## src/rtl/s9234_scan_ctrl.sv

```systemverilog
// s9234_scan_ctrl: scan test sequencer for the scan-inserted s9234 wrapper.
// It buffers one pattern from a valid/ready stream, shifts it in while
// unloading the previous response, captures, and flushes the last response.
// Optional MISR compaction of the response stream: define S9234_SCAN_CTRL_MISR_EN.
module s9234_scan_ctrl #(
  parameter int CHAIN_LEN = 211,
  parameter int CW        = $clog2(CHAIN_LEN + 1)
) (
  input  logic        CK,
  input  logic        RSTn,
  input  logic        start,
  input  logic [15:0] num_patterns,
  input  logic        si_valid,
  input  logic        si_data,
  output logic        si_ready,
  output logic        scan_en,
  output logic        scan_in,
  input  logic        scan_out,
  output logic        so_valid,
  output logic        so_data,
  output logic        busy,
  output logic        done,
  output logic [15:0] signature
);

  typedef enum logic [2:0] {
    ST_IDLE,
    ST_LOAD,
    ST_SHIFT,
    ST_CAPTURE,
    ST_FLUSH
  } state_t;

  state_t               r_state;
  logic [CW-1:0]        r_bitcnt;
  logic [15:0]          r_patcnt;
  logic [15:0]          r_num;
  logic [CHAIN_LEN-1:0] r_buf;
  logic                 r_scan_en;
  logic                 r_scan_in;
  logic                 r_si_ready;
  logic                 r_so_valid;
  logic                 r_so_data;
  logic                 r_busy;
  logic                 r_done;

  logic                 w_beat;
  logic                 w_bit_last;
  logic [CHAIN_LEN-1:0] w_buf_load;
  logic [15:0]          w_patcnt_inc;

  assign w_beat       = si_valid & r_si_ready;
  assign w_bit_last   = (r_bitcnt == CW'(CHAIN_LEN - 1));
  // New beats enter at the top, so the first accepted bit ends up at index 0.
  assign w_buf_load   = {si_data, r_buf[CHAIN_LEN-1:1]};
  assign w_patcnt_inc = r_patcnt + 16'd1;

  // Sequencer FSM with registered scan/stream/status outputs.
  always_ff @(posedge CK) begin
    if (!RSTn) begin
      r_state    <= ST_IDLE;
      r_bitcnt   <= '0;
      r_patcnt   <= '0;
      r_num      <= '0;
      r_scan_en  <= 1'b0;
      r_scan_in  <= 1'b0;
      r_si_ready <= 1'b0;
      r_so_valid <= 1'b0;
      r_so_data  <= 1'b0;
      r_busy     <= 1'b0;
      r_done     <= 1'b0;
    end else begin
      r_done     <= 1'b0;
      // Response bit is scan_out taken at the same edge that shifts the chain;
      // the first pattern's unload is chain garbage, not a response.
      r_so_valid <= ((r_state == ST_SHIFT) && (r_patcnt != 16'd0)) ||
                    (r_state == ST_FLUSH);
      r_so_data  <= scan_out;
      case (r_state)
        ST_IDLE: begin
          if (start) begin
            if (num_patterns == 16'd0) begin
              r_done <= 1'b1;
            end else begin
              r_state    <= ST_LOAD;
              r_num      <= num_patterns;
              r_patcnt   <= '0;
              r_bitcnt   <= '0;
              r_si_ready <= 1'b1;
              r_busy     <= 1'b1;
            end
          end
        end
        ST_LOAD: begin
          if (w_beat) begin
            if (w_bit_last) begin
              r_state    <= ST_SHIFT;
              r_bitcnt   <= '0;
              r_si_ready <= 1'b0;
              r_scan_en  <= 1'b1;
              r_scan_in  <= w_buf_load[0];
            end else begin
              r_bitcnt <= r_bitcnt + 1'b1;
            end
          end
        end
        ST_SHIFT: begin
          if (w_bit_last) begin
            r_state   <= ST_CAPTURE;
            r_bitcnt  <= '0;
            r_scan_en <= 1'b0;
            r_scan_in <= 1'b0;
          end else begin
            r_bitcnt  <= r_bitcnt + 1'b1;
            r_scan_in <= r_buf[0];
          end
        end
        ST_CAPTURE: begin
          r_patcnt <= w_patcnt_inc;
          if (w_patcnt_inc == r_num) begin
            r_state   <= ST_FLUSH;
            r_scan_en <= 1'b1;
          end else begin
            r_state    <= ST_LOAD;
            r_si_ready <= 1'b1;
          end
        end
        ST_FLUSH: begin
          if (w_bit_last) begin
            r_state   <= ST_IDLE;
            r_bitcnt  <= '0;
            r_scan_en <= 1'b0;
            r_busy    <= 1'b0;
            r_done    <= 1'b1;
          end else begin
            r_bitcnt <= r_bitcnt + 1'b1;
          end
        end
        default: r_state <= ST_IDLE;
      endcase
    end
  end

  // Pattern buffer: fill in acceptance order, then drain one bit per shift.
  // On the last beat bit 0 goes straight to scan_in, so the buffer is stored
  // pre-advanced by one and r_buf[0] always holds the next bit to present.
  always_ff @(posedge CK) begin
    if ((r_state == ST_LOAD) && w_beat) begin
      r_buf <= w_bit_last ? {1'b0, w_buf_load[CHAIN_LEN-1:1]} : w_buf_load;
    end else if (r_state == ST_SHIFT) begin
      r_buf <= {1'b0, r_buf[CHAIN_LEN-1:1]};
    end
  end

`ifdef S9234_SCAN_CTRL_MISR_EN
  logic [15:0] r_sig;
  logic        w_fb;

  assign w_fb = r_sig[15] ^ r_so_data;

  // CRC-16/CCITT style MISR over every presented response bit.
  always_ff @(posedge CK) begin
    if (!RSTn) begin
      r_sig <= '0;
    end else if ((r_state == ST_IDLE) && start) begin
      r_sig <= '0;
    end else if (r_so_valid) begin
      r_sig <= {r_sig[14:0], 1'b0} ^ (w_fb ? 16'h1021 : 16'h0000);
    end
  end

  assign signature = r_sig;
`else
  assign signature = 16'h0000;
`endif

  assign si_ready = r_si_ready;
  assign scan_en  = r_scan_en;
  assign scan_in  = r_scan_in;
  assign so_valid = r_so_valid;
  assign so_data  = r_so_data;
  assign busy     = r_busy;
  assign done     = r_done;

endmodule

```

## config.mk

```make
export PLATFORM = sky130hd
export DESIGN_NAME = s9234_scan_ctrl
export DESIGN_NICKNAME = d
export VERILOG_FILES = /design/src/rtl/s9234_scan_ctrl.sv
export SDC_FILE = /design/constraint.sdc
export NUM_CORES = 1
export LEC_CHECK = 0
export ABC_AREA = 1
export BUFFER_PORTS_ARGS = -buffer_cell sky130_fd_sc_hd__buf_2
export CAP_MARGIN = 0
export CORE_MARGIN = 4
export CORE_UTILIZATION = 42
export DETAILED_ROUTE_END_ITERATION = 10
export HOLD_SLACK_MARGIN = 0.03
export PLACE_DENSITY_LB_ADDON = 0.3
export SLEW_MARGIN = 20
export SYNTH_ARGS = -nofsm -noshare
export SYNTH_HDL_FRONTEND = slang
export SYNTH_SLANG_ARGS = --single-unit
```

## constraint.sdc

```tcl
create_clock -name CK -period 8.83 [get_ports CK]
set_input_delay 1.3245 -clock CK [delete_from_list [all_inputs] [get_ports CK]]
set_output_delay 1.3245 -clock CK [all_outputs]
set_load 0.05 [all_outputs]
```

==> results.cfg, run 1 <==
[status]
status = finished, final reports clean

[logic_synthesis]
synth-seq-cells = 261
synth_cell_types = 35
synth_ff_type = edfxtp_1
avgSynthCellArea_um2 = 9.44
syn_area_um2 = 11800
ys_warn_count = 0
synth_edf_count = 211
synthCells = 1250
yosysSeqAreaShare_pct = 62.2
synthArstFlopShare_pct = 0

[global_routing]
grt_usage_pct = 12.4
grt_pass1_vias = 7084
grt_max_degree = 328
overflow = 0
antenna_found_initial = 0
grt_pass1_wl_um = 33000

[detailed_routing]
totalWireLength_um = 19500
firstDrtPassIters = 5
via_per_inst = 4.77
drc = 0
first_iter_violations = 647
avgRoutedWirePerCell_um = 11.8
dr_total_vias = 7894
postRouteAntennaNets = 0

[floorplan]
fp.dieH_um = 176
rows = 61
die_w_um = 176
start_util_pct = 42.5
die-area_um2 = 30800
ios = 45
coreArea_um2 = 27800

[place]
dp_worst_setup_slack_ps = 5040
port_buffers = 28
routabilityCongestion = 0.795
hpwl_um = 11500

[power_and_ir_drop]
p_per_area_nw_per_um2 = 221
p_int_mw = 2.24
p_leak_nw = 5.34
combPwrFrac_pct = 8.2
total_power_mw = 2.91
seqPwrFrac_pct = 49.1
clkPwrFrac_pct = 42.7
swShare_pct = 23.1
switchingPower_mw = 0.674
ir_drop_mv = 0.137

[min_path]
hold_path_class = reg2reg

[timing]
maxSlewHeadroom_pct = 42.1
min_period_over_period_pct = 37.0
max_freq_mhz = 306
finClkSkew_ps = 9.74
rsz0062_at_grt = no
layout_setup_ws_ps = 5560
whs_ps = 464
worst_slew_pin_slew_ps = 867
drv_slew = 0
final.min_clock_period_ps = 3270
tns_ps = 0
hold_violations = 0
finalSetupViolations = 0

[finish]
drive_above_1_share_pct = 7.60
fin_nets = 1281
syn_to_final_growth_pct = 11.7
final_cell_mix = 228 x nand2_1, 211 x edfxtp_1, 164 x inv_1, 147 x a21oi_1, 143 x nor2_1
fill_cells = 2635
multi_input_area_um2 = 3520
seq_area_um2 = 7340
antenna_cells = 0
final_common_cell = nand2_1

[cts]
cts_made_buffers = 29
clockBufferDepth = 3
post_cts_resized = 0
postCtsHoldBufs = 0
clkTransAtPathRegs_ps = 60
cts_sinks = 261
cts_setup_buffers = 0
clock_latency_ps = 530
clock-root-buffer = clkbuf_16
htree_num_levels = 1
cts_tree = built

[critical_path]
cp_top_family = buffers and inverters
r2r_start = r_bitcnt[0]
crit_fanout = 235
startpoint = si_valid
rrSetupSlack_ps = 5600
crit_cells = 7
crit_slowest_cell = nand2_4
r2r_cells = 10
max_stage_delay_ps = 600
critPathKind = in2reg
rr_endpoint = r_buf[117]
crit_arrival_ps = 3510
worstPathRequired_ps = 9070
worstPathBufferInverterCount = 4
critPathLaunchType = input port
end_kind = register
crit_path_cell_trace = buf_2 > nand2_1 > inv_1 > nand2_4 > buf_12 > buf_16 > o21ai_0
crit_end = r_buf[117]

[job]
drv_cap = 0
## stage by stage
step / std cells / utilization (%) / cell area, um^2
4_1_cts: 1652 / 47.2 / 13100
3_3_place_gp: 1600 / 43.7 / 12100
6_report: 1654 / 47.4 / 13200
2_1_floorplan: 1265 / - / 11900
5_1_grt: 1654 / 47.4 / 13200
3_5_place_dp: 1600 / 43.7 / 12100
## registers in the layout, summed over array words and instances, names as in the netlist
register  flops
busy          1
done          1
r_bitcnt      8
r_buf       211
r_num        16
r_patcnt     16
r_state       3
scan_en       1
scan_in       1
si_ready      1
so_data       1
so_valid      1
## worst min-delay path by stage
stage | startpoint | to | slack (ps) | cells after the start
floorplan | r_num[13] | r_num[13] | 440 | 2
global placement | r_num[3] | r_num[3] | 460 | 2
detailed placement | si_ready | si_ready | 460 | 2
CTS | si_ready | si_ready | 470 | 2
global route | r_num[8] | r_num[8] | 500 | 2
finish | si_ready | si_ready | 460 | 2
## worst register-to-register path, stage by stage, from the launching register on
cell	delay (ps)
dfxtp_1	380
inv_1	80
ha_1	200
nand4_2	110
nor4_4	50
inv_2	130
nor2_2	70
nand2_4	590
buf_12	390
buf_16	510
o21ai_0	430
## kinds of logic (layout without fill, tap and decap cells)
kind of cell | Yosys count | after routing | share of synthesized area [%]
multiplexers | 1 | 1 | 0.0954
adder cells (fa/ha/maj) | 4 | 4 | 0.424
XOR/XNOR | 5 | 5 | 0.371
AO/OA/AOI/OAI | 286 | 286 | 12.3
flip-flops | 261 | 261 | 62.2
buffers and inverters | 239 | 250 | 8.58
AND/OR/NAND/NOR | 453 | 453 | 16.0
other | 1 | 16 | 0.0318
## Yosys cell counts, drive strengths merged (2+ instances only)
library cell	count	share of area, %
o21ai	134	5.8
inv	165	5.2
a31oi	2	0.11
nor3	5	0.21
xnor2	2	0.15
clkbuf	30	0.95
nand3	43	1.8
ha	4	0.42
nand2	234	7.5
dfxtp	50	8.5
xor2	3	0.22
edfxtp	211	54
nor4	6	0.45
buf	43	2.3
nor2	150	5.1
nand4	12	0.69
a21oi	148	6.3
nor3b	2	0.13
## routing by layer
layer | routed length (um) | up-vias | share of wire (%) | track usage, %
met5 | 0 | - | 0 | 0
li1 | - | 4150 | - | -
met4 | 328 | 0 | 1.7 | 3.18
met2 | 8660 | 109 | 44 | 19.3
met1 | 9740 | 3608 | 50 | 18.0
met3 | 751 | 27 | 3.9 | 2.28
## power groups by stage
stage	clock network, mW	registers [mW]	logic, mW
after global placement	0	1.46	0.234
after global routing	1.34	1.44	0.271
after CTS	1.28	1.43	0.238
after detailed placement	0	1.46	0.237
final	1.25	1.43	0.238
after floorplan	0	1.48	0.185
## area by class of cell
| type | count | area share [%] |
|---|---|---|
| Clock buffer | 32 | 5.59 |
| Clock inverter | 20 | 1.90 |
| Inverter | 166 | 4.73 |
| Multi-Input combinational cell | 765 | 26.7 |
| Sequential cell | 261 | 55.7 |
| Tap cell | 378 | 3.59 |
| Timing Repair Buffer | 32 | 1.79 |
No activity file was read; power rests on OpenSTA's default activity.
==> run 2: changes to the inputs <==
--- a/config.mk
+++ b/config.mk
@@ -5,7 +5,7 @@
 export SDC_FILE = /design/constraint.sdc
 export NUM_CORES = 1
 export LEC_CHECK = 0
-export ABC_AREA = 1
+export ABC_AREA = 0
 export BUFFER_PORTS_ARGS = -buffer_cell sky130_fd_sc_hd__buf_2
 export CAP_MARGIN = 0
 export CORE_MARGIN = 4
==> constraint.sdc (replaced) <==
create_clock -name CK -period 3.3 [get_ports CK]
set_input_delay 0.495 -clock CK [delete_from_list [all_inputs] [get_ports CK]]
set_output_delay 0.495 -clock CK [all_outputs]
set_load 0.05 [all_outputs]
==> run 2 against run 1 <==
Effect of this change:
- setup slack lost 4900 ps
- combinational power increased by 15%
- sequential cell count is the same
- highest routed layer unchanged
==> results.cfg, run 2 <==
[cts]
htree_num_levels = 1
post_cts_resized = 0
clock_latency_ps = 540
clock-root-buffer = clkbuf_16
cts_made_buffers = 29
clockBufferDepth = 3
clkTransAtPathRegs_ps = 60
cts_sinks = 261
cts_setup_buffers = 0
postCtsHoldBufs = 0
cts_tree = built

[critical_path]
crit_arrival_ps = 2920
crit_fanout = 39
crit_slowest_cell = or3_4
crit_path_cell_trace = inv_1 > ha_1 > and4b_1 > nand3_2 > or3_4 > buf_4 > mux2_2
worstPathRequired_ps = 3570
end_kind = register
critPathKind = reg2reg
critPathLaunchType = register
cp_top_family = simple AND/OR/NAND/NOR gates
max_stage_delay_ps = 510
worstPathBufferInverterCount = 2

[detailed_routing]
firstDrtPassIters = 4
drc = 0
first_iter_violations = 446
via_per_inst = 5.17
totalWireLength_um = 18800
dr_total_vias = 6480
postRouteAntennaNets = 0
avgRoutedWirePerCell_um = 15.0

[timing]
tns_ps = 0
rsz0062_at_grt = no
layout_setup_ws_ps = 654
final.min_clock_period_ps = 2650
max_freq_mhz = 378
min_period_over_period_pct = 80.2
drv_slew = 0
maxSlewHeadroom_pct = 48.7
worst_slew_pin_slew_ps = 766
hold_violations = 0
finalSetupViolations = 0
finClkSkew_ps = 21.1

[logic_synthesis]
avgSynthCellArea_um2 = 14.4
synth.area.top_cells = edfxtp_1 53%, mux2_2 20%, dfxtp_1 8.3%, mux2i_1 1.3%, buf_2 1.2%
synth_area_leader_cell = edfxtp_1
syn_area_um2 = 12000
yosysSeqAreaShare_pct = 61.1
synth_commonest_cells = 211 x edfxtp_1, 211 x mux2_2, 50 x dfxtp_1
synth_cell_types = 64
synthArstFlopShare_pct = 0
synth_edf_count = 211
synth-seq-cells = 261
synth_ff_type = edfxtp_1
synth_top_area_share_pct = 52.8
ys_warn_count = 0
synthCells = 832

[finish]
multi_input_area_um2 = 4360
final_cell_mix = 211 x mux2_2, 211 x edfxtp_1, 49 x dfxtp_1, 33 x nor2_1, 29 x clkbuf_16
fin_nets = 878
largest_reg_flops = 211
fill_cells = 2465
top_regs = r_buf: 211 flops, r_num: 16 flops, r_patcnt: 16 flops
drive_above_1_share_pct = 35.2
antenna_cells = 0
registers.top_by_ff_count = r_buf
seq_area_um2 = 7340
syn_to_final_growth_pct = 11.2

[status]
status = finished, final reports clean

[job]
drv_cap = 0

[place]
dp_worst_setup_slack_ps = 682
routabilityCongestion = 0.791
hpwl_um = 11200
port_buffers = 28

[global_routing]
grt_max_degree = 83
antenna_found_initial = 0
grt_pass1_wl_um = 32000
grt_pass1_vias = 6361
overflow = 0
grt_usage_pct = 12.0

[floorplan]
die-area_um2 = 31400
rows = 61
coreArea_um2 = 28000
die_w_um = 177
ios = 45
fp.dieH_um = 177
start_util_pct = 42.9

[power_and_ir_drop]
ir_drop_mv = 0.363
p_per_area_nw_per_um2 = 511
p_leak_nw = 4.56

[min_path]
hold_path_class = in2reg
==> run 2: path summary, 6_finish.rpt <==
| check | startpoint | to | cells past startpoint | slack [ps] |
|---|---|---|---|---|
| setup / recovery | r_bitcnt[0] | r_buf[115] | 7 | 650 |
| hold / removal | scan_out | so_data | 2 | 160 |
| setup reg to reg | r_bitcnt[0] | r_buf[115] | 7 | 650 |
| hold reg to reg | r_bitcnt[1] | r_bitcnt[1] | 2 | 520 |
==> run 2: metal layers <==
metal / GRT usage [%] / vias to the layer above / part of all wire, %
met2: 17.8 / 110 / 44
li1: - / 3183 / -
met1: 18.0 / 3150 / 49
met4: 3.51 / 0 / 2.4
met5: 0 / - / 0
met3: 2.16 / 37 / 4.2
==> run 2: cell families after synthesis <==
family	synth area share (%)
xor gates and xnor gates	1.97
adders and majority gates	0.500
and+or+nand+nor	7.06
muxes	21.1
AOI/OAI and AO/OA	5.02
DFF	61.1
other	0.0312
buffers and inverters	3.19
==> run 2: through the flow <==
step	cell area, um^2	utilization (%)	total power, mW	hold WS, ps	std cells
after floorplan	12100	-	3.93	481	847
final	13400	47.7	6.82	160	1253
after global placement	12500	44.6	3.98	510	1199
after detailed placement	12500	44.6	3.98	519	1199
after global routing	13400	47.7	7.08	142	1253
after CTS	13400	47.7	6.92	129	1253
==> run 2: report_power, final <==
group,switching [mW],total (mW),internal (mW),leakage [nW]
registers,0.0376,3.64,3.60,2.32
clock network,1.27,2.91,1.64,0.419
logic,0.172,0.273,0.101,1.82
total,1.48,6.82,5.34,4.56
==> run 2: area by class of cell <==
| cell class | count | share of cell area (%) |
|---|---|---|
| sequential | 261 | 55.0 |
| timing repair buffer | 39 | 2.14 |
| clock buffer | 37 | 5.73 |
| clock inverter | 17 | 0.703 |
| inverter | 9 | 0.253 |
| tap | 378 | 3.54 |
| multi-input combinational | 512 | 32.7 |
==> run 3: changes to the inputs <==
==> constraint.sdc (replaced) <==
create_clock -name CK -period 2.6 [get_ports CK]
set_input_delay 0.39 -clock CK [delete_from_list [all_inputs] [get_ports CK]]
set_output_delay 0.39 -clock CK [all_outputs]
set_load 0.05 [all_outputs]
==> run 3 against run 2 <==
Effect of this change:
- die area stayed put
- worst hold slack worse by 91 ps
- critical path depth stayed put
- sequential share of layout area is 1.0 points lower
- combinational power is 33% higher
- sequential power is 27% higher
- clock power is 40% higher
- non-clock buffer count is 16 higher
- first-iteration DRC count is 2.2% higher
- design area is 1.9% higher
- total power is 33% higher
- critical endpoint is now r_state[0]
==> results.cfg, run 3 (synthesized netlist as in run 2, its figures left out) <==
[detailed_routing]
avgRoutedWirePerCell_um = 14.8
firstDrtPassIters = 5
totalWireLength_um = 18800
postRouteAntennaNets = 0
first_iter_violations = 456
drc = 0
via_per_inst = 5.16
dr_total_vias = 6541

[global_routing]
overflow = 0
met3_usage_pct = 2.26
antenna_found_initial = 0
grt_usage_pct = 12.0
grt_max_degree = 125
grt_pass1_wl_um = 32100
use_met2_pct = 18.8
grtUsageMet1_pct = 17.0
grt_pass1_vias = 6484
grt.busiest_layer = met2

[power_and_ir_drop]
p_per_area_nw_per_um2 = 665
ir_drop_mv = 0.432
total_power_mw = 9.05
p_leak_nw = 4.69

[timing]
maxSlewHeadroom_pct = 26.8
layout_setup_ws_ps = 169
hold_violations = 0
worst_slew_pin_slew_ps = 1100
final.min_clock_period_ps = 2430
min_period_over_period_pct = 93.5
max_freq_mhz = 411
finClkSkew_ps = 11.5
whs_ps = 68.9
finalSetupViolations = 0
rsz0062_at_grt = no
drv_slew = 0
tns_ps = 0

[finish]
drive_above_1_share_pct = 36.8
top_regs = r_buf: 211 flops, r_num: 16 flops, r_patcnt: 16 flops
fill_cells = 2437
largest_reg_flops = 211
final_cell_mix = 211 x mux2_2, 211 x edfxtp_1, 49 x dfxtp_1, 33 x nor2_1
stdcell_area_um2 = 13600
registers.top_by_ff_count = r_buf
fin_util_pct = 48.6
antenna_cells = 0
fin_nets = 893
syn_to_final_growth_pct = 13.3
fin_cells = 1267

[floorplan]
coreArea_um2 = 28000
start_util_pct = 42.9
fp.dieH_um = 177
die_w_um = 177
rows = 61
die-area_um2 = 31400
ios = 45

[cts]
htree_num_levels = 1
cts_setup_buffers = 0
cts_sinks = 261
clock_latency_ps = 540
post_cts_resized = 0
clockBufferDepth = 3
cts_tree = built
clkTransAtPathRegs_ps = 60
postCtsHoldBufs = 0
clock-root-buffer = clkbuf_16
cts_made_buffers = 28

[place]
dp_worst_setup_slack_ps = -6.84
placed_cell_area_um2 = 12600
routabilityCongestion = 0.833
port_buffers = 28
hpwl_um = 11400
dp_cells = 1215

[critical_path]
crit_arrival_ps = 2830
r2r_cells = 7
critPathLaunchType = register
end_kind = register
critPathKind = reg2reg
crit_fanout = 6
worstPathRequired_ps = 3000

[status]
status = finished, final reports clean

[min_path]
hold_path_class = in2reg
min_path_cells = 2

[job]
drv_cap = 0
==> run 3: changes by cell type in the layout (fill, tap and decap cells not counted), sizes merged <==
cell | previous run | this run
clkinv | 13 | 15
buf | 39 | 55
inv | 11 | 9
clkbuf | 37 | 29
bufinv | 0 | 5
clkinvlp | 2 | 3
==> run 3: cell type report <==
type,instances,area (um^2),area share (%)
sequential,261,7340,53.9
multi-input combinational,512,4370,32.1
clock buffer,29,704,5.18
tap,378,473,3.48
timing repair buffer,55,430,3.16
clock inverter,23,255,1.88
inverter,9,33.8,0.248
==> run 3: worst max-delay path: stages, from the launching register on <==
cell and delay, ps:
dfxtp_1 410, ha_1 290, and3_1 250, nand3_1 110, a2111o_1 460, a2111oi_4 410
and4_1 280, o22ai_1 80
==> run 3: final timing paths <==
path	start	to	slack (ps)
worst min register to register	r_bitcnt[1]	r_bitcnt[1]	520
worst min-delay path	scan_out	so_data	70
worst max-delay path	r_patcnt[1]	r_state[0]	170
worst max register to register	r_patcnt[1]	r_state[0]	170
==> run 3: report_power, final <==
group / switching [mW] / leakage (nW) / internal, mW
combinational: 0.222 / 1.91 / 0.140
clock: 1.61 / 0.463 / 2.47
sequential: 0.0466 / 2.32 / 4.57
==> run 3: layer usage <==
metal	wire [um]	vias to the layer above
met2	8500	106
met4	402	0
met3	830	34
met5	0	-
li1	-	3207
met1	9040	3194
